==> src/rtl/simon_playback_reader.sv <==
`default_nettype none
// ============================================================================
// Module   : simon_playback_reader
// Function : Replays stored Simon patterns from the pattern RAM onto the LEDs
//            with a fixed lit time and a fixed blank gap between patterns.
// Revision : 1.0 - initial release
// ============================================================================
module simon_playback_reader #(
    parameter int ADDR_W      = 5,
    parameter int HOLD_CYCLES = 25000000,
    parameter int GAP_CYCLES  = 12500000
) (
    input  logic              clk,
    input  logic              rst,
    input  logic              start,
    input  logic [ADDR_W:0]   count,
    input  logic              abort,
    output logic              rd_en,
    output logic [ADDR_W-1:0] rd_addr,
    input  logic [3:0]        rd_data,
    output logic [3:0]        leds,
    output logic              busy,
    output logic              done
);

    localparam int DEPTH = 2 ** ADDR_W;
    localparam int T_MAX = (HOLD_CYCLES > GAP_CYCLES) ? HOLD_CYCLES : GAP_CYCLES;
    localparam int TW    = (T_MAX > 1) ? $clog2(T_MAX) : 1;

    localparam logic [TW-1:0]   HOLD_LOAD = TW'(HOLD_CYCLES - 1);
    localparam logic [TW-1:0]   GAP_LOAD  = TW'((GAP_CYCLES > 0) ? GAP_CYCLES - 1 : 0);
    localparam logic [TW-1:0]   T_ONE     = TW'(1);
    localparam logic [ADDR_W:0] DEPTH_W   = (ADDR_W + 1)'(DEPTH);
    localparam logic [ADDR_W:0] IDX_ONE   = (ADDR_W + 1)'(1);

    typedef enum logic [2:0] {
        S_IDLE  = 3'd0,
        S_FETCH = 3'd1,
        S_WAIT  = 3'd2,
        S_SHOW  = 3'd3,
        S_GAP   = 3'd4,
        S_DONE  = 3'd5
    } state_t;

    state_t          r_state;
    logic [ADDR_W:0] r_idx;
    logic [ADDR_W:0] r_n;
    logic [TW-1:0]   r_timer;

    logic [ADDR_W:0] w_n_clamp;
    logic [ADDR_W:0] w_idx_next;
    logic            w_last;

    assign w_n_clamp  = (count > DEPTH_W) ? DEPTH_W : count;
    assign w_idx_next = r_idx + IDX_ONE;
    assign w_last     = (r_idx == (r_n - IDX_ONE));

    always_ff @(posedge clk or negedge rst) begin
        if (!rst) begin
            r_state <= S_IDLE;
            r_idx   <= '0;
            r_n     <= '0;
            r_timer <= '0;
            leds    <= '0;
            rd_en   <= 1'b0;
            rd_addr <= '0;
            busy    <= 1'b0;
            done    <= 1'b0;
        end else begin
            rd_en <= 1'b0;
            done  <= 1'b0;
            if (abort) begin
                r_state <= S_IDLE;
                leds    <= '0;
                busy    <= 1'b0;
            end else begin
                case (r_state)
                    S_IDLE: begin
                        if (start) begin
                            r_n   <= w_n_clamp;
                            r_idx <= '0;
                            busy  <= 1'b1;
                            if (w_n_clamp == '0) begin
                                r_state <= S_DONE;
                                done    <= 1'b1;
                            end else begin
                                r_state <= S_FETCH;
                                rd_en   <= 1'b1;
                                rd_addr <= '0;
                            end
                        end
                    end
                    S_FETCH: r_state <= S_WAIT;
                    S_WAIT: begin
                        // rd_data is only trusted here; any other cycle may carry junk.
                        leds    <= rd_data;
                        r_timer <= HOLD_LOAD;
                        r_state <= S_SHOW;
                    end
                    S_SHOW: begin
                        if (r_timer == '0) begin
                            leds <= '0;
                            if (GAP_CYCLES > 0) begin
                                r_timer <= GAP_LOAD;
                                r_state <= S_GAP;
                            end else if (w_last) begin
                                r_state <= S_DONE;
                                done    <= 1'b1;
                            end else begin
                                r_idx   <= w_idx_next;
                                rd_en   <= 1'b1;
                                rd_addr <= w_idx_next[ADDR_W-1:0];
                                r_state <= S_FETCH;
                            end
                        end else begin
                            r_timer <= r_timer - T_ONE;
                        end
                    end
                    S_GAP: begin
                        if (r_timer == '0) begin
                            if (w_last) begin
                                r_state <= S_DONE;
                                done    <= 1'b1;
                            end else begin
                                r_idx   <= w_idx_next;
                                rd_en   <= 1'b1;
                                rd_addr <= w_idx_next[ADDR_W-1:0];
                                r_state <= S_FETCH;
                            end
                        end else begin
                            r_timer <= r_timer - T_ONE;
                        end
                    end
                    S_DONE: begin
                        r_state <= S_IDLE;
                        busy    <= 1'b0;
                    end
                    default: begin
                        r_state <= S_IDLE;
                        leds    <= '0;
                        busy    <= 1'b0;
                    end
                endcase
            end
        end
    end

endmodule
`default_nettype wire

==> config.mk <==
export PLATFORM = sky130hd
export DESIGN_NAME = simon_playback_reader
export DESIGN_NICKNAME = d
export VERILOG_FILES = /design/src/rtl/simon_playback_reader.sv
export SDC_FILE = /design/constraint.sdc
export NUM_CORES = 1
export LEC_CHECK = 0
export ABC_AREA = 1
export BUFFER_PORTS_ARGS = -buffer_cell sky130_fd_sc_hd__buf_2
export CELL_PAD_IN_SITES_DETAIL_PLACEMENT = 2
export CELL_PAD_IN_SITES_GLOBAL_PLACEMENT = 2
export CORE_MARGIN = 3
export CORE_UTILIZATION = 32
export CTS_BUF_LIST = sky130_fd_sc_hd__clkbuf_2 sky130_fd_sc_hd__clkbuf_4 sky130_fd_sc_hd__clkbuf_8
export DETAILED_ROUTE_END_ITERATION = 12
export GPL_TIMING_DRIVEN = 0
export PLACE_DENSITY = 0.83
export SYNTH_ARGS = -nofsm -noshare
export SYNTH_HDL_FRONTEND = slang
export SYNTH_SLANG_ARGS = --single-unit
==> constraint.sdc <==
create_clock -name clk -period 1.8 [get_ports clk]
set_input_delay 0.09 -clock clk [delete_from_list [all_inputs] [get_ports clk]]
set_output_delay 0.09 -clock clk [all_outputs]
set_load 0.05 [all_outputs]
## Word-level counts from Yosys, hierarchy flattened

Cells that the tools add are included.
Widths: inputs -> output; s select.

| storage, ports and cells | value |
|---|---|
| register bits | 52 |

| cells by class | value |
|---|---|
| bitwise operators | 1 |
| reduce and logical (&&, ||, !) cells | 14 |
| $add $sub $neg | 3 |
| equality and inequality tests | 16 |
| order comparisons | 1 |
| muxes and demuxes | 38 |

Operators with widths:

| operator | number |
|---|---|
| $pmux 25 s3 | 1 |
| $mux 25 | 2 |
| $logic_not 25->1 | 1 |
| $sub 25x1->25 const B | 1 |
| $mux 6 | 4 |
| $mux 5 | 4 |
| $mux 3 | 6 |
| $pmux 3 s5 | 1 |
| $mux 1 | 12 |
| $pmux 4 s3 | 1 |
| $pmux 6 s2 | 1 |
| $ne 2x2->1 const B | 5 |
| $pmux 5 s2 | 1 |
| $ne 3x3->1 const B | 3 |
| $reduce_and 3->1 | 3 |
| $mux 4 | 2 |
| $reduce_or 4->1 | 2 |
| $add 6x1->6 const B | 1 |
| $eq 3x2->1 const B | 2 |
| $eq 3x3->1 const B | 2 |
| $eq 6x6->1 | 1 |
| $gt 6x6->1 const B | 1 |
| $logic_not 6->1 | 1 |
| $pmux 1 s2 | 3 |
| 10 further kinds | 12 |

## Longest topological paths before layout

Gate-level depths: netlist of the first run.

| depth | value |
|---|---|
| depth in word-level cells | 7 |
| depth in mapped cells | 13 |

## Least setup slack after synthesis of the first run

Ideal clock, no wire load.

| path | value |
|---|---|
| path type | register to register |
| start | register r_timer[0] |
| end | register r_timer[24] |
| path slack | 0.091 ns |
| path buffers | 2 |
| cell stages (with the launch flop) | 14 |
| arrival | 1.597 ns |
| cells stage by stage | dfrtp_1 -> inv_1 -> ha_1 -> nand3_1 -> nor2_1 -> nand2_1 -> nor2_4 -> nand2_2 -> nand2_4 -> buf_6 -> buf_6 -> nand2_1 -> nand2_1 -> inv_1 |

| between the ends | value |
|---|---|
| cells in the longest elaborated chain, start to end | 3 |
| elaborated cells between the ends (all ways) | 7 |
| those cells by class | 1 x add/sub; 1 x eq/ne; 3 x mux; 2 x reduce/logical |

RTL lines:

| what | RTL line | RTL |
|---|---|---|
| start: declaration | 48 | `logic [TW-1:0] r_timer;` |
| start signal: assignment | 116 | `r_timer <= r_timer - T_ONE;` |
| start signal: assignment | 131 | `r_timer <= r_timer - T_ONE;` |
| $sub 25x1->25 or $logic_not 25->1 (tied branches) | - |  |
| $mux 25, or another cell as far along | 120 | `if (r_timer == '0) begin` |
| $pmux 25 s3 or $reduce_and 3->1 (tied branches) | - |  |

Several ways; a longest one is shown, not always the timed one. The select of a mux whose other input is x is not followed.
A chain may end at the register's enable or synchronous reset.

## Worst setup path in the final report of the first run

| path | value |
|---|---|
| start | register r_timer[1] |
| end | register r_timer[1] |

Same word-level chain as after synthesis.

==> results of run 1 <==
## layout by cell type (no fill, tap or decap), drive strengths merged, types with 5 or more instances in the layout
master	synthesis	final
nor3	8	8
nand4	6	6
nor2	70	71
clkbuf	0	5
buf	6	89
dfrtp	52	52
nand3	46	46
nand3b	7	7
inv	57	58
o21ai	39	39
nand2	127	127
a21oi	8	8
## sequential cells by signal, summed over array words and instances, names as in the netlist
name / count
r_idx: 6
r_n: 6
r_timer: 25
leds: 4
rd_addr: 5
r_state: 3
done: 1
rd_en: 1
busy: 1
## final timing paths
kind	start	to	slack, ns	depth (start not counted)
worst max-delay path	r_timer[1]	r_timer[1]	-0.33	10
worst min-delay path	rd_data[3]	leds[3]	-0.04	3
worst max register to register	r_timer[1]	r_timer[1]	-0.33	10
worst min register to register	rd_addr[3]	rd_addr[3]	0.52	2
max in group asynchronous	rst	r_timer[14]	0.95	1
min in group asynchronous	rst	r_timer[1]	-0.01	1
## synth_stat cells, types with 2 or more instances
library cell and instances:
sky130_fd_sc_hd__o21ai_0 24, sky130_fd_sc_hd__nand3_1 46, sky130_fd_sc_hd__nand2_2 4, sky130_fd_sc_hd__clkinv_1 2, sky130_fd_sc_hd__xor2_1 4, sky130_fd_sc_hd__inv_1 52
sky130_fd_sc_hd__nor3_1 7, sky130_fd_sc_hd__a22oi_1 2, sky130_fd_sc_hd__nand2_4 2, sky130_fd_sc_hd__inv_2 5, sky130_fd_sc_hd__a21oi_1 8, sky130_fd_sc_hd__buf_6 4
sky130_fd_sc_hd__nand3b_1 7, sky130_fd_sc_hd__nor2_2 10, sky130_fd_sc_hd__nor2_4 4, sky130_fd_sc_hd__dfrtp_1 52, sky130_fd_sc_hd__o21ai_2 2, sky130_fd_sc_hd__o21bai_1 4
sky130_fd_sc_hd__nor2_1 56, sky130_fd_sc_hd__ha_1 4, sky130_fd_sc_hd__xnor2_1 2, sky130_fd_sc_hd__nand2_1 121, sky130_fd_sc_hd__o21ai_1 13, sky130_fd_sc_hd__nand4_1 6
## metal layers
metal,global-route usage,vias up,part of all wire
met2,0.500,172,0.51
met5,0,-,0.00092
met1,0.322,1937,0.38
li1,-,1620,-
met4,0.126,2,0.064
met3,0.0447,81,0.041
## stage by stage
stage / instances / cell area [µm²] / setup TNS (ns) / setup WS (ns)
finish: 671 / 4720 / -8.11 / -0.333
global placement: 602 / 3470 / -7.09 / -0.246
detailed placement: 602 / 3470 / -11.00 / -0.304
CTS: 649 / 4170 / -0.384 / -0.0451
global route: 671 / 4720 / -11.51 / -0.450
floorplan: 448 / 3180 / 0 / 0.0906
## cell families (layout without fill, tap and decap cells)
family          count (synthesis)  count (layout)  share of synthesized area
buf+inv                        65             158                     0.0876
xor+xnor                        6               6                     0.0165
flops                          52              52                      0.409
compound gates                 56              56                     0.0974
simple gates                  265             266                      0.374
fa+ha+maj                       4               4                     0.0157
## critical path: stages (launching register included)
cell and delay, ns:
sky130_fd_sc_hd__dfrtp_2 0.51, sky130_fd_sc_hd__inv_4 0.10, sky130_fd_sc_hd__ha_4 0.18, sky130_fd_sc_hd__nand3_4 0.08, sky130_fd_sc_hd__nor2_4 0.11, sky130_fd_sc_hd__nand2_4 0.08
sky130_fd_sc_hd__buf_4 0.14, sky130_fd_sc_hd__buf_6 0.11, sky130_fd_sc_hd__o21ai_4 0.18, sky130_fd_sc_hd__nor2_1 0.08, sky130_fd_sc_hd__a21oi_1 0.39
## final cells by class
class / count / area, µm²
flip-flops and latches: 52 / 1310
plain buffers: 6 / 78.8
well taps: 129 / 161
clock inverters: 3 / 21.3
clock buffers: 5 / 68.8
inverters: 59 / 234
multi-input cells: 332 / 2180
fillers: 1067 / 4740
repair buffers: 85 / 654
## what timing repair did
| item | CTS | global route |
|---|---|---|
| hold endpoints to repair | 2 | 0 |
| gates resized for setup | 76 | 108 |
| endpoints found under the setup margin | 50 | 50 |
| setup buffers | 33 | 24 |
| hold buffers | 2 | 0 |
| cloned | 4 | 1 |
| pin swaps | 28 | 43 |
## power by group
part | switching (mW) | internal [mW]
Sequential | 0.226 | 1.34
Clock | 0.528 | 0.279
Combinational | 1.80 | 0.966
Total | 2.55 | 2.59
==> impl_results.html, run 1 <==
<table>
<tr><th>Metric</th><th>Value</th></tr>
<tr><th colspan="2">Yosys</th></tr>
<tr><td>Synthesized cell area</td><td>3180 µm²</td></tr>
<tr><td>Proportion of synthesized chip area in sequential cells</td><td>0.409</td></tr>
<tr><td>Number of distinct library cell variants in the gate-level netlist after synthesis</td><td>31</td></tr>
<tr><td>Synthesized netlist net count</td><td>466</td></tr>
<tr><td>Post-Synthesis Mean Instance Area</td><td>7.11 µm²</td></tr>
<tr><td>Fraction of post-synthesis cell area in the top cell type by area</td><td>0.409</td></tr>
<tr><td>Count of synthesis-stage warnings from yosys</td><td>0</td></tr>
<tr><td>Count of flip-flops with a built-in enable after synthesis</td><td>0</td></tr>
<tr><td>Number of register bits inferred by synthesis</td><td>52</td></tr>
<tr><td>Area leader, netlist</td><td>sky130_fd_sc_hd__dfrtp_1</td></tr>
<tr><td>Most common flop cell mapped by yosys</td><td>sky130_fd_sc_hd__dfrtp_1</td></tr>
<tr><td>Syn Inst Count</td><td>448</td></tr>
<tr><td>Largest cells by area after synthesis</td><td>sky130_fd_sc_hd__dfrtp_1 (41%), sky130_fd_sc_hd__nand2_1 (14%), sky130_fd_sc_hd__nand3_1 (7.2%)</td></tr>
<tr><td>Fraction of registers with async set/reset</td><td>1.00</td></tr>
<tr><th colspan="2">Timing</th></tr>
<tr><td>Post-route setup slack</td><td>-0.333 ns</td></tr>
<tr><td>Worst max-slew margin expressed relative to the limit</td><td>0.160</td></tr>
<tr><td>Post-route minimum period</td><td>2.13 ns</td></tr>
<tr><td>Final count of negative-setup-slack endpoints</td><td>44</td></tr>
<tr><td>Endpoints failing hold</td><td>7</td></tr>
<tr><td>RSZ-0062 raised after global routing</td><td>yes</td></tr>
<tr><td>Worst Clk Skew</td><td>0.0301 ns</td></tr>
<tr><td>Worst hold margin</td><td>-0.0363 ns</td></tr>
<tr><td>Max Slew Vio Count</td><td>0</td></tr>
<tr><td>Share of the cycle needed by the critical path after routing</td><td>1.18</td></tr>
<tr><td>Peak Freq</td><td>0.469 GHz</td></tr>
<tr><td>Worst slew pin tran</td><td>1.26 ns</td></tr>
<tr><th colspan="2">Drt</th></tr>
<tr><td># DRC</td><td>0</td></tr>
<tr><td>Via count</td><td>3812</td></tr>
<tr><td>Routed vias/inst</td><td>5.68</td></tr>
<tr><td>Final routed wirelength across all metal layers</td><td>18600 µm</td></tr>
<tr><td>Wire length per cell</td><td>27.7 µm</td></tr>
<tr><td>Count of routing violations after the opening detailed-route iteration</td><td>244</td></tr>
<tr><td>Number of iterations in the first detailed-routing pass</td><td>5</td></tr>
<tr><td>Routed Antenna Nets</td><td>0</td></tr>
<tr><th colspan="2">GRT</th></tr>
<tr><td>Wire length of the first global-routing pass</td><td>24000 µm</td></tr>
<tr><td>Grt total ovfl</td><td>0</td></tr>
<tr><td>Antenna violations before repair</td><td>1</td></tr>
<tr><td>Largest net degree at the start of global routing</td><td>53</td></tr>
<tr><td>Vias in the first global route</td><td>4130</td></tr>
<tr><td>Tot GR Track Use</td><td>0.278</td></tr>
<tr><th colspan="2">Clocking</th></tr>
<tr><td>Clk Latency, worst-skew pair</td><td>0.36 ns</td></tr>
<tr><td>Maximum root-to-sink buffer count</td><td>2</td></tr>
<tr><td>Sink Count</td><td>52</td></tr>
<tr><td>H-tree levels</td><td>2</td></tr>
<tr><td>TritonCTS Buffers</td><td>5</td></tr>
<tr><td>CTS root buf</td><td>sky130_fd_sc_hd__clkbuf_8</td></tr>
<tr><td>Clock-pin slew on the worst setup and hold paths</td><td>0.13 ns</td></tr>
<tr><td>CTS tree</td><td>yes</td></tr>
<tr><th colspan="2">Critical path</th></tr>
<tr><td>Type of the worst setup path</td><td>register to register</td></tr>
<tr><td>Required time at the endpoint of the critical path</td><td>2.01 ns</td></tr>
<tr><td>Crit end category</td><td>register</td></tr>
<tr><td>Critical path launch point type</td><td>register</td></tr>
<tr><td>Max FO, Critical Path</td><td>3</td></tr>
<tr><td>Crit path arrival time</td><td>2.34 ns</td></tr>
<tr><th colspan="2">Worst hold path</th></tr>
<tr><td>Worst hold path class</td><td>primary input to register</td></tr>
<tr><th colspan="2">Final layout</th></tr>
<tr><td>Fraction of layout instances using a drive strength above 1</td><td>0.432</td></tr>
<tr><td>Utilization of the core after routing</td><td>0.499</td></tr>
<tr><td>Signed area change from the synthesized netlist to the final layout</td><td>48.1%</td></tr>
<tr><td>Count of nets after finishing</td><td>559</td></tr>
<tr><td>Diodes inserted</td><td>0</td></tr>
<tr><th colspan="2">Status</th></tr>
<tr><td>Failing checks</td><td>negative hold slack, negative setup slack</td></tr>
<tr><td>Run status</td><td>complete, but fails checks</td></tr>
<tr><th colspan="2">Floorplanning</th></tr>
<tr><td>Total core area</td><td>9460 µm²</td></tr>
<tr><td>Standard-cell rows</td><td>35</td></tr>
<tr><td>Vertical extent of the die</td><td>106 µm</td></tr>
<tr><td>Total Die Area</td><td>11200 µm²</td></tr>
<tr><td>Overall die width</td><td>106 µm</td></tr>
<tr><td>Count of boundary I/O pins</td><td>26</td></tr>
<tr><td>Starting utilization of the core area</td><td>0.337</td></tr>
<tr><th colspan="2">Placed design</th></tr>
<tr><td># port buffers</td><td>25</td></tr>
<tr><td>Last weighted congestion value of the routability-driven placer</td><td>0.804</td></tr>
<tr><td>Total half-perimeter wirelength after legalization and detailed placement</td><td>7860 µm</td></tr>
<tr><th colspan="2">Power</th></tr>
<tr><td>Power consumption</td><td>5.14 mW</td></tr>
<tr><td>Maximum resistive drop on vdd</td><td>0.761 mV</td></tr>
<tr><td>Total power per unit cell area</td><td>1090 nW/µm²</td></tr>
<tr><td>Static leakage power</td><td>2.20 nW</td></tr>
<tr><th colspan="2">Job</th></tr>
<tr><td>Maximum capacitance violations</td><td>0</td></tr>
</table>
(Power assumes the default switching activity.)
==> run 2, diff against run 1 <==
CORE_UTILIZATION = 35   (was 32)
PLACE_DENSITY = 0.86   (was 0.83)
REMOVE_ABC_BUFFERS = 1   (was not set)
clock period = 2.1 ns   (was 1.8 ns; I/O delays follow)
==> impl_results.html, run 2 (synthesis results as in run 1) <==
<table>
<tr><th>Metric</th><th>Value</th></tr>
<tr><th colspan="2">Clocking</th></tr>
<tr><td>H-tree levels</td><td>2</td></tr>
<tr><td>Clk Latency, worst-skew pair</td><td>0.32 ns</td></tr>
<tr><td>CTS root buf</td><td>sky130_fd_sc_hd__clkbuf_8</td></tr>
<tr><td>CTS tree</td><td>yes</td></tr>
<tr><td>Sink Count</td><td>52</td></tr>
<tr><td>Clock-pin slew on the worst setup and hold paths</td><td>0.11 ns</td></tr>
<tr><td>TritonCTS Buffers</td><td>5</td></tr>
<tr><td>Count of hold buffers inserted by post-cts repair</td><td>0</td></tr>
<tr><td>Maximum root-to-sink buffer count</td><td>2</td></tr>
<tr><th colspan="2">Drt</th></tr>
<tr><td>Routed vias/inst</td><td>5.32</td></tr>
<tr><td>Number of iterations in the first detailed-routing pass</td><td>4</td></tr>
<tr><td>Final routed wirelength across all metal layers</td><td>10800 µm</td></tr>
<tr><td>Count of routing violations after the opening detailed-route iteration</td><td>75</td></tr>
<tr><td># DRC</td><td>0</td></tr>
<tr><td>Routed Antenna Nets</td><td>0</td></tr>
<tr><td>Via count</td><td>3147</td></tr>
<tr><td>Wire length per cell</td><td>18.2 µm</td></tr>
<tr><th colspan="2">Critical path</th></tr>
<tr><td>Cell breakdown of the critical path</td><td>nor2_1 -&gt; nand2_2 -&gt; nor2_4 -&gt; nand2_4 -&gt; nor2_4 -&gt; nand2_4 -&gt; nand2_8 -&gt; inv_6 -&gt; o21ai_4 -&gt; nand2_1 -&gt; nor2_1</td></tr>
<tr><td>Critical path launch point type</td><td>register</td></tr>
<tr><td>Type of the worst setup path</td><td>register to register</td></tr>
<tr><td>Required time at the endpoint of the critical path</td><td>2.36 ns</td></tr>
<tr><td>Max FO, Critical Path</td><td>22</td></tr>
<tr><td>Crit end category</td><td>register</td></tr>
<tr><td>Cell type group with the largest total delay on the critical path</td><td>simple AND/OR/NAND/NOR gates</td></tr>
<tr><td>Slowest-stage cell, CP</td><td>sky130_fd_sc_hd__dfrtp_1</td></tr>
<tr><td>Crit path arrival time</td><td>2.30 ns</td></tr>
<tr><td>Crit-path max cell delay</td><td>0.45 ns</td></tr>
<tr><td>Buffer and inverter count on the worst path</td><td>1</td></tr>
<tr><th colspan="2">Timing</th></tr>
<tr><td>Worst max-slew margin expressed relative to the limit</td><td>0.168</td></tr>
<tr><td>Worst Clk Skew</td><td>0.00720 ns</td></tr>
<tr><td>Peak Freq</td><td>0.490 GHz</td></tr>
<tr><td>Post-route minimum period</td><td>2.04 ns</td></tr>
<tr><td>Final count of negative-setup-slack endpoints</td><td>0</td></tr>
<tr><td>Worst slew pin tran</td><td>1.25 ns</td></tr>
<tr><td>Share of the cycle needed by the critical path after routing</td><td>0.972</td></tr>
<tr><td>Endpoints failing hold</td><td>0</td></tr>
<tr><td>Max Slew Vio Count</td><td>0</td></tr>
<tr><th colspan="2">GRT</th></tr>
<tr><td>Tot GR Track Use</td><td>0.208</td></tr>
<tr><td>Largest net degree at the start of global routing</td><td>53</td></tr>
<tr><td>Vias in the first global route</td><td>3473</td></tr>
<tr><td>Grt total ovfl</td><td>0</td></tr>
<tr><td>Wire length of the first global-routing pass</td><td>17000 µm</td></tr>
<tr><td>Antenna violations before repair</td><td>0</td></tr>
<tr><th colspan="2">Worst hold path</th></tr>
<tr><td>Worst hold path class</td><td>primary input to register</td></tr>
<tr><th colspan="2">Floorplanning</th></tr>
<tr><td>Count of boundary I/O pins</td><td>26</td></tr>
<tr><td>Total core area</td><td>8760 µm²</td></tr>
<tr><td>Standard-cell rows</td><td>34</td></tr>
<tr><td>Vertical extent of the die</td><td>101 µm</td></tr>
<tr><td>Starting utilization of the core area</td><td>0.363</td></tr>
<tr><td>Total Die Area</td><td>10300 µm²</td></tr>
<tr><td>Overall die width</td><td>101 µm</td></tr>
<tr><th colspan="2">Final layout</th></tr>
<tr><td>FF+latch area</td><td>1300 µm²</td></tr>
<tr><td>Final instance area</td><td>3640 µm²</td></tr>
<tr><td>Number of fill cells</td><td>1048</td></tr>
<tr><td>Fraction of layout instances using a drive strength above 1</td><td>0.166</td></tr>
<tr><td>Largest register by flop count</td><td>r_timer</td></tr>
<tr><td>Count of nets after finishing</td><td>500</td></tr>
<tr><td>Largest registers in the final layout</td><td>r_timer (25), r_idx (6), r_n (6)</td></tr>
<tr><td>Most frequent cells in the layout</td><td>sky130_fd_sc_hd__nand2_1 (118), sky130_fd_sc_hd__nor2_1 (53), sky130_fd_sc_hd__dfrtp_1 (51)</td></tr>
<tr><td>Area used by multi-input combinational logic</td><td>1710 µm²</td></tr>
<tr><td>Signed area change from the synthesized netlist to the final layout</td><td>14.3%</td></tr>
<tr><td>Commonest non-fill, non-tap cell in the layout</td><td>sky130_fd_sc_hd__nand2_1</td></tr>
<tr><td>Max FFs per register</td><td>25</td></tr>
<tr><td>Diodes inserted</td><td>0</td></tr>
<tr><th colspan="2">Placed design</th></tr>
<tr><td>Placed standard-cell area</td><td>3390 µm²</td></tr>
<tr><td>Total half-perimeter wirelength after legalization and detailed placement</td><td>7320 µm</td></tr>
<tr><td>Last weighted congestion value of the routability-driven placer</td><td>0.765</td></tr>
<tr><td># port buffers</td><td>25</td></tr>
<tr><th colspan="2">Power</th></tr>
<tr><td>Comb pwr share</td><td>0.416</td></tr>
<tr><td>Power consumption</td><td>3.30 mW</td></tr>
<tr><td>Static leakage power</td><td>1.72 nW</td></tr>
<tr><td>Part of the total power dissipated in sequential elements</td><td>0.388</td></tr>
<tr><td>Share of total power in the clock network</td><td>0.196</td></tr>
<tr><td>Fraction of power spent switching nets</td><td>0.463</td></tr>
<tr><td>Total net switching power</td><td>1.53 mW</td></tr>
<tr><td>Total internal power</td><td>1.77 mW</td></tr>
<tr><td>Total power per unit cell area</td><td>907 nW/µm²</td></tr>
<tr><td>Maximum resistive drop on vdd</td><td>0.442 mV</td></tr>
<tr><th colspan="2">Job</th></tr>
<tr><td>Maximum capacitance violations</td><td>0</td></tr>
<tr><th colspan="2">Status</th></tr>
<tr><td>Run status</td><td>completed</td></tr>
</table>
[run 2: changes by cell type in the layout (fill, tap and decap cells not counted), sizes merged]
cell,previous run,this run
nand2,127,129
nor2,71,70
clkinv,3,2
buf,89,30
o21ai,39,40
dlygate4sd3,2,0
clkinvlp,1,2
[run 2: power by group through the flow]
stage	sequential, mW	combinational (mW)	clock [mW]
after CTS	1.29	1.26	0.671
after global routing	1.31	1.53	0.701
after global placement	1.29	1.11	0
after floorplan	1.39	0.722	0
after detailed placement	1.30	1.19	0
final	1.28	1.37	0.646
[run 2: per-layer routing]
layer | GRT usage | vias up | routed length, µm | share of wire
met3 | 0.0303 | 9 | 183 | 0.017
met4 | 0.0429 | 0 | 92 | 0.0085
met5 | 0 | - | 0 | 0
met2 | 0.385 | 24 | 5730 | 0.53
met1 | 0.254 | 1607 | 4760 | 0.44
li1 | - | 1507 | - | -
[run 2: path summary, 6_finish.rpt]
path / startpoint / endpoint / slack (ns) / cells after the start
setup / recovery: r_timer[14] / r_timer[6] / 0.06 / 11
min in group asynchronous: rst / r_timer[12] / 0.04 / 1
hold / removal: count[4] / r_n[4] / 0.02 / 3
max in group asynchronous: rst / r_timer[5] / 1.22 / 1
setup reg to reg: r_timer[14] / r_timer[6] / 0.06 / 11
hold reg to reg: rd_addr[3] / rd_addr[3] / 0.49 / 2
[run 2: stage by stage]
stage	util	cells	hold WS, ns	setup slack (ns)	TNS [ns]
after floorplan	-	442	-0.191	0.184	0
after global placement	0.386	575	0.333	-0.333	-4.50
after detailed placement	0.386	575	0.353	-0.456	-6.87
after CTS	0.403	584	0.0145	0.0128	0
after global routing	0.415	591	0.0386	-0.100	-0.904
final	0.415	591	0.0185	0.0582	0
[run 2: worst register-to-register path: stages (launching register included)]
cell and delay, ns:
sky130_fd_sc_hd__dfrtp_1 0.45, sky130_fd_sc_hd__nor2_1 0.24, sky130_fd_sc_hd__nand2_2 0.12, sky130_fd_sc_hd__nor2_4 0.20
sky130_fd_sc_hd__nand2_4 0.11, sky130_fd_sc_hd__nor2_4 0.13, sky130_fd_sc_hd__nand2_4 0.11, sky130_fd_sc_hd__nand2_8 0.14
sky130_fd_sc_hd__inv_6 0.10, sky130_fd_sc_hd__o21ai_4 0.17, sky130_fd_sc_hd__nand2_1 0.10, sky130_fd_sc_hd__nor2_1 0.11
[run 2: repair_timing]
item	CTS	global route
setup buffers	0	5
pin swaps	0	4
hold endpoints to repair	0	0
gates resized for setup	9	15
setup endpoints to repair	29	38
gates cloned	1	2
[run 2: area by class of cell]
class	count	area share
clock buffers	5	0.0189
repair buffers	30	0.0447
flip-flops and latches	52	0.358
inverters	59	0.0632
clock inverters	3	0.00756
multi-input cells	334	0.471
well taps	108	0.0371
==> run 3, diff against run 2 <==
--- a/config.mk
+++ b/config.mk
@@ -18,2 +18,3 @@
 export REMOVE_ABC_BUFFERS = 1
+export SKIP_CTS_REPAIR_TIMING = 1
 export SYNTH_ARGS = -nofsm -noshare
--- a/constraint.sdc
+++ b/constraint.sdc
@@ -3,2 +3,2 @@
 set_output_delay 0.105 -clock clk [all_outputs]
-set_load 0.05 [all_outputs]
+set_load 0.005 [all_outputs]
==> impl_results.html, run 3 (synthesis results as in run 1) <==
<table>
<tr><th>Metric</th><th>Value</th></tr>
<tr><th colspan="2">Final layout</th></tr>
<tr><td>Number of standard cells in the layout, taps in and fillers out</td><td>593</td></tr>
<tr><td>Fraction of layout instances using a drive strength above 1</td><td>0.165</td></tr>
<tr><td>Max FFs per register</td><td>25</td></tr>
<tr><td>Commonest non-fill, non-tap cell in the layout</td><td>sky130_fd_sc_hd__nand2_1</td></tr>
<tr><td>Diodes inserted</td><td>0</td></tr>
<tr><td>Signed area change from the synthesized netlist to the final layout</td><td>14.7%</td></tr>
<tr><td>Most frequent cells in the layout</td><td>sky130_fd_sc_hd__nand2_1 (118), sky130_fd_sc_hd__nor2_1 (53), sky130_fd_sc_hd__dfrtp_1 (52)</td></tr>
<tr><td>Largest register by flop count</td><td>r_timer</td></tr>
<tr><td>Count of nets after finishing</td><td>502</td></tr>
<tr><td>Largest registers in the final layout</td><td>r_timer (25), r_idx (6), r_n (6)</td></tr>
<tr><th colspan="2">GRT</th></tr>
<tr><td>Largest net degree at the start of global routing</td><td>53</td></tr>
<tr><td>Antenna violations before repair</td><td>0</td></tr>
<tr><td>Grt total ovfl</td><td>0</td></tr>
<tr><td>Wire length of the first global-routing pass</td><td>16800 µm</td></tr>
<tr><td>Tot GR Track Use</td><td>0.204</td></tr>
<tr><td>Vias in the first global route</td><td>3452</td></tr>
<tr><th colspan="2">Drt</th></tr>
<tr><td>Routed Antenna Nets</td><td>0</td></tr>
<tr><td>Final routed wirelength across all metal layers</td><td>10800 µm</td></tr>
<tr><td>Count of routing violations after the opening detailed-route iteration</td><td>84</td></tr>
<tr><td># DRC</td><td>0</td></tr>
<tr><td>Routed vias/inst</td><td>5.31</td></tr>
<tr><td>Number of iterations in the first detailed-routing pass</td><td>4</td></tr>
<tr><td>Via count</td><td>3150</td></tr>
<tr><td>Wire length per cell</td><td>18.2 µm</td></tr>
<tr><th colspan="2">Power</th></tr>
<tr><td>Comb pwr share</td><td>0.392</td></tr>
<tr><td>Total internal power</td><td>1.79 mW</td></tr>
<tr><td>Share of total power in the clock network</td><td>0.204</td></tr>
<tr><td>Part of the total power dissipated in sequential elements</td><td>0.403</td></tr>
<tr><td>Power consumption</td><td>3.19 mW</td></tr>
<tr><td>Static leakage power</td><td>1.73 nW</td></tr>
<tr><td>Fraction of power spent switching nets</td><td>0.440</td></tr>
<tr><td>Total net switching power</td><td>1.40 mW</td></tr>
<tr><td>Total power per unit cell area</td><td>874 nW/µm²</td></tr>
<tr><td>Maximum resistive drop on vdd</td><td>0.402 mV</td></tr>
<tr><th colspan="2">Critical path</th></tr>
<tr><td>Logic depth of the worst register-to-register path</td><td>12</td></tr>
<tr><td>Required time at the endpoint of the critical path</td><td>2.36 ns</td></tr>
<tr><td>Crit path arrival time</td><td>2.32 ns</td></tr>
<tr><td>Type of the worst setup path</td><td>register to register</td></tr>
<tr><td>Worst flop-to-flop path startpoint</td><td>r_timer[0]</td></tr>
<tr><td>Crit end category</td><td>register</td></tr>
<tr><td>Max FO, Critical Path</td><td>22</td></tr>
<tr><td>Destination of the worst register-to-register timing path</td><td>r_timer[6]</td></tr>
<tr><td>Worst R2R Setup Slack</td><td>0.03 ns</td></tr>
<tr><td>Critical path launch point type</td><td>register</td></tr>
<tr><th colspan="2">Clocking</th></tr>
<tr><td>CTS tree</td><td>yes</td></tr>
<tr><td>Clk Latency, worst-skew pair</td><td>0.32 ns</td></tr>
<tr><td>Clock-pin slew on the worst setup and hold paths</td><td>0.12 ns</td></tr>
<tr><td>Sink Count</td><td>52</td></tr>
<tr><td>Maximum root-to-sink buffer count</td><td>2</td></tr>
<tr><td>H-tree levels</td><td>2</td></tr>
<tr><td>CTS root buf</td><td>sky130_fd_sc_hd__clkbuf_8</td></tr>
<tr><td>TritonCTS Buffers</td><td>5</td></tr>
<tr><th colspan="2">Floorplanning</th></tr>
<tr><td>Total core area</td><td>8760 µm²</td></tr>
<tr><td>Overall die width</td><td>101 µm</td></tr>
<tr><td>Total Die Area</td><td>10300 µm²</td></tr>
<tr><td>Vertical extent of the die</td><td>101 µm</td></tr>
<tr><td>Standard-cell rows</td><td>34</td></tr>
<tr><td>Count of boundary I/O pins</td><td>26</td></tr>
<tr><td>Starting utilization of the core area</td><td>0.363</td></tr>
<tr><th colspan="2">Status</th></tr>
<tr><td>Run status</td><td>completed</td></tr>
<tr><th colspan="2">Timing</th></tr>
<tr><td>Worst slew pin tran</td><td>1.24 ns</td></tr>
<tr><td>Worst max-slew margin expressed relative to the limit</td><td>0.172</td></tr>
<tr><td>Share of the cycle needed by the critical path after routing</td><td>0.984</td></tr>
<tr><td>Worst Clk Skew</td><td>0.0118 ns</td></tr>
<tr><td>Peak Freq</td><td>0.484 GHz</td></tr>
<tr><td>Endpoints failing hold</td><td>0</td></tr>
<tr><td>Final count of negative-setup-slack endpoints</td><td>0</td></tr>
<tr><td>Post-route setup slack</td><td>0.0345 ns</td></tr>
<tr><td>Post-route minimum period</td><td>2.07 ns</td></tr>
<tr><td>Max Slew Vio Count</td><td>0</td></tr>
<tr><th colspan="2">Placed design</th></tr>
<tr><td># port buffers</td><td>25</td></tr>
<tr><td>Total half-perimeter wirelength after legalization and detailed placement</td><td>7320 µm</td></tr>
<tr><td>Inst Count DP</td><td>575</td></tr>
<tr><td>Worst slack at placement</td><td>-0.456 ns</td></tr>
<tr><td>Last weighted congestion value of the routability-driven placer</td><td>0.765</td></tr>
<tr><th colspan="2">Worst hold path</th></tr>
<tr><td>Worst Hold Endpoint</td><td>r_n[4]</td></tr>
<tr><td>Number of cells on the worst hold path</td><td>3</td></tr>
<tr><td>Worst hold path class</td><td>primary input to register</td></tr>
<tr><td>Start point of the worst min-delay path</td><td>count[4]</td></tr>
<tr><th colspan="2">Job</th></tr>
<tr><td>Maximum capacitance violations</td><td>0</td></tr>
</table>
run 3: cell types whose count changed in the layout (fill, tap and decap cells not counted), sizes merged:
| cell | change |
|---|---|
| clkinvlp | -1 |
| clkinv | +1 |
| buf | +2 |
run 3: power groups by stage:
stage | clock network, mW | logic [mW] | registers, mW
floorplan | 0 | 0.722 | 1.27
global placement | 0 | 0.989 | 1.29
detailed placement | 0 | 1.06 | 1.30
CTS | 0.671 | 1.08 | 1.29
global route | 0.708 | 1.41 | 1.31
finish | 0.651 | 1.25 | 1.29
run 3: worst max path at each step:
stage / slack (ns) / from / to
final: 0.03 / r_timer[0] / r_timer[6]
after global routing: -0.12 / r_timer[0] / r_timer[6]
after CTS: -0.49 / r_timer[0] / r_timer[2]
after detailed placement: -0.46 / r_timer[0] / r_timer[2]
after global placement: -0.33 / r_timer[0] / r_timer[13]
after floorplan: 0.18 / r_timer[0] / r_timer[11]
run 3: layer usage:
metal	wire, µm	up-vias	GRT usage
li1	-	1509	-
met1	4650	1594	0.249
met2	5740	34	0.380
met3	247	13	0.0296
met4	171	0	0.0399
met5	0	-	0
run 3: critical path, cell delays in order (launching register included):
cell and delay (ns):
sky130_fd_sc_hd__dfrtp_1 0.43, sky130_fd_sc_hd__inv_2 0.11, sky130_fd_sc_hd__ha_2 0.20, sky130_fd_sc_hd__nand3_1 0.10, sky130_fd_sc_hd__nor2_2 0.13, sky130_fd_sc_hd__nand2_2 0.13
sky130_fd_sc_hd__nor2_4 0.17, sky130_fd_sc_hd__nand2_4 0.10, sky130_fd_sc_hd__nand2_8 0.14, sky130_fd_sc_hd__inv_6 0.10, sky130_fd_sc_hd__o21ai_4 0.16, sky130_fd_sc_hd__nand2_1 0.09
sky130_fd_sc_hd__nor2_1 0.12
run 3: stage by stage:
stage / utilization / TNS, ns / area [µm²] / hold WS [ns]
6_report: 0.417 / 0 / 3650 / 0.0158
4_1_cts: 0.397 / -7.84 / 3480 / 0.0145
3_3_place_gp: 0.386 / -4.50 / 3390 / 0.333
5_1_grt: 0.417 / -1.13 / 3650 / 0.0388
2_1_floorplan: - / 0 / 3130 / -0.191
3_5_place_dp: 0.386 / -6.87 / 3390 / 0.353
run 3: final cells by class:
type | instances | area, µm²
Fill cell | 1040 | 5110
Multi-Input combinational cell | 334 | 1710
Sequential cell | 52 | 1300
Inverter | 59 | 226
Timing Repair Buffer | 32 | 178
Tap cell | 108 | 135
Clock buffer | 5 | 68.8
Clock inverter | 3 | 27.5
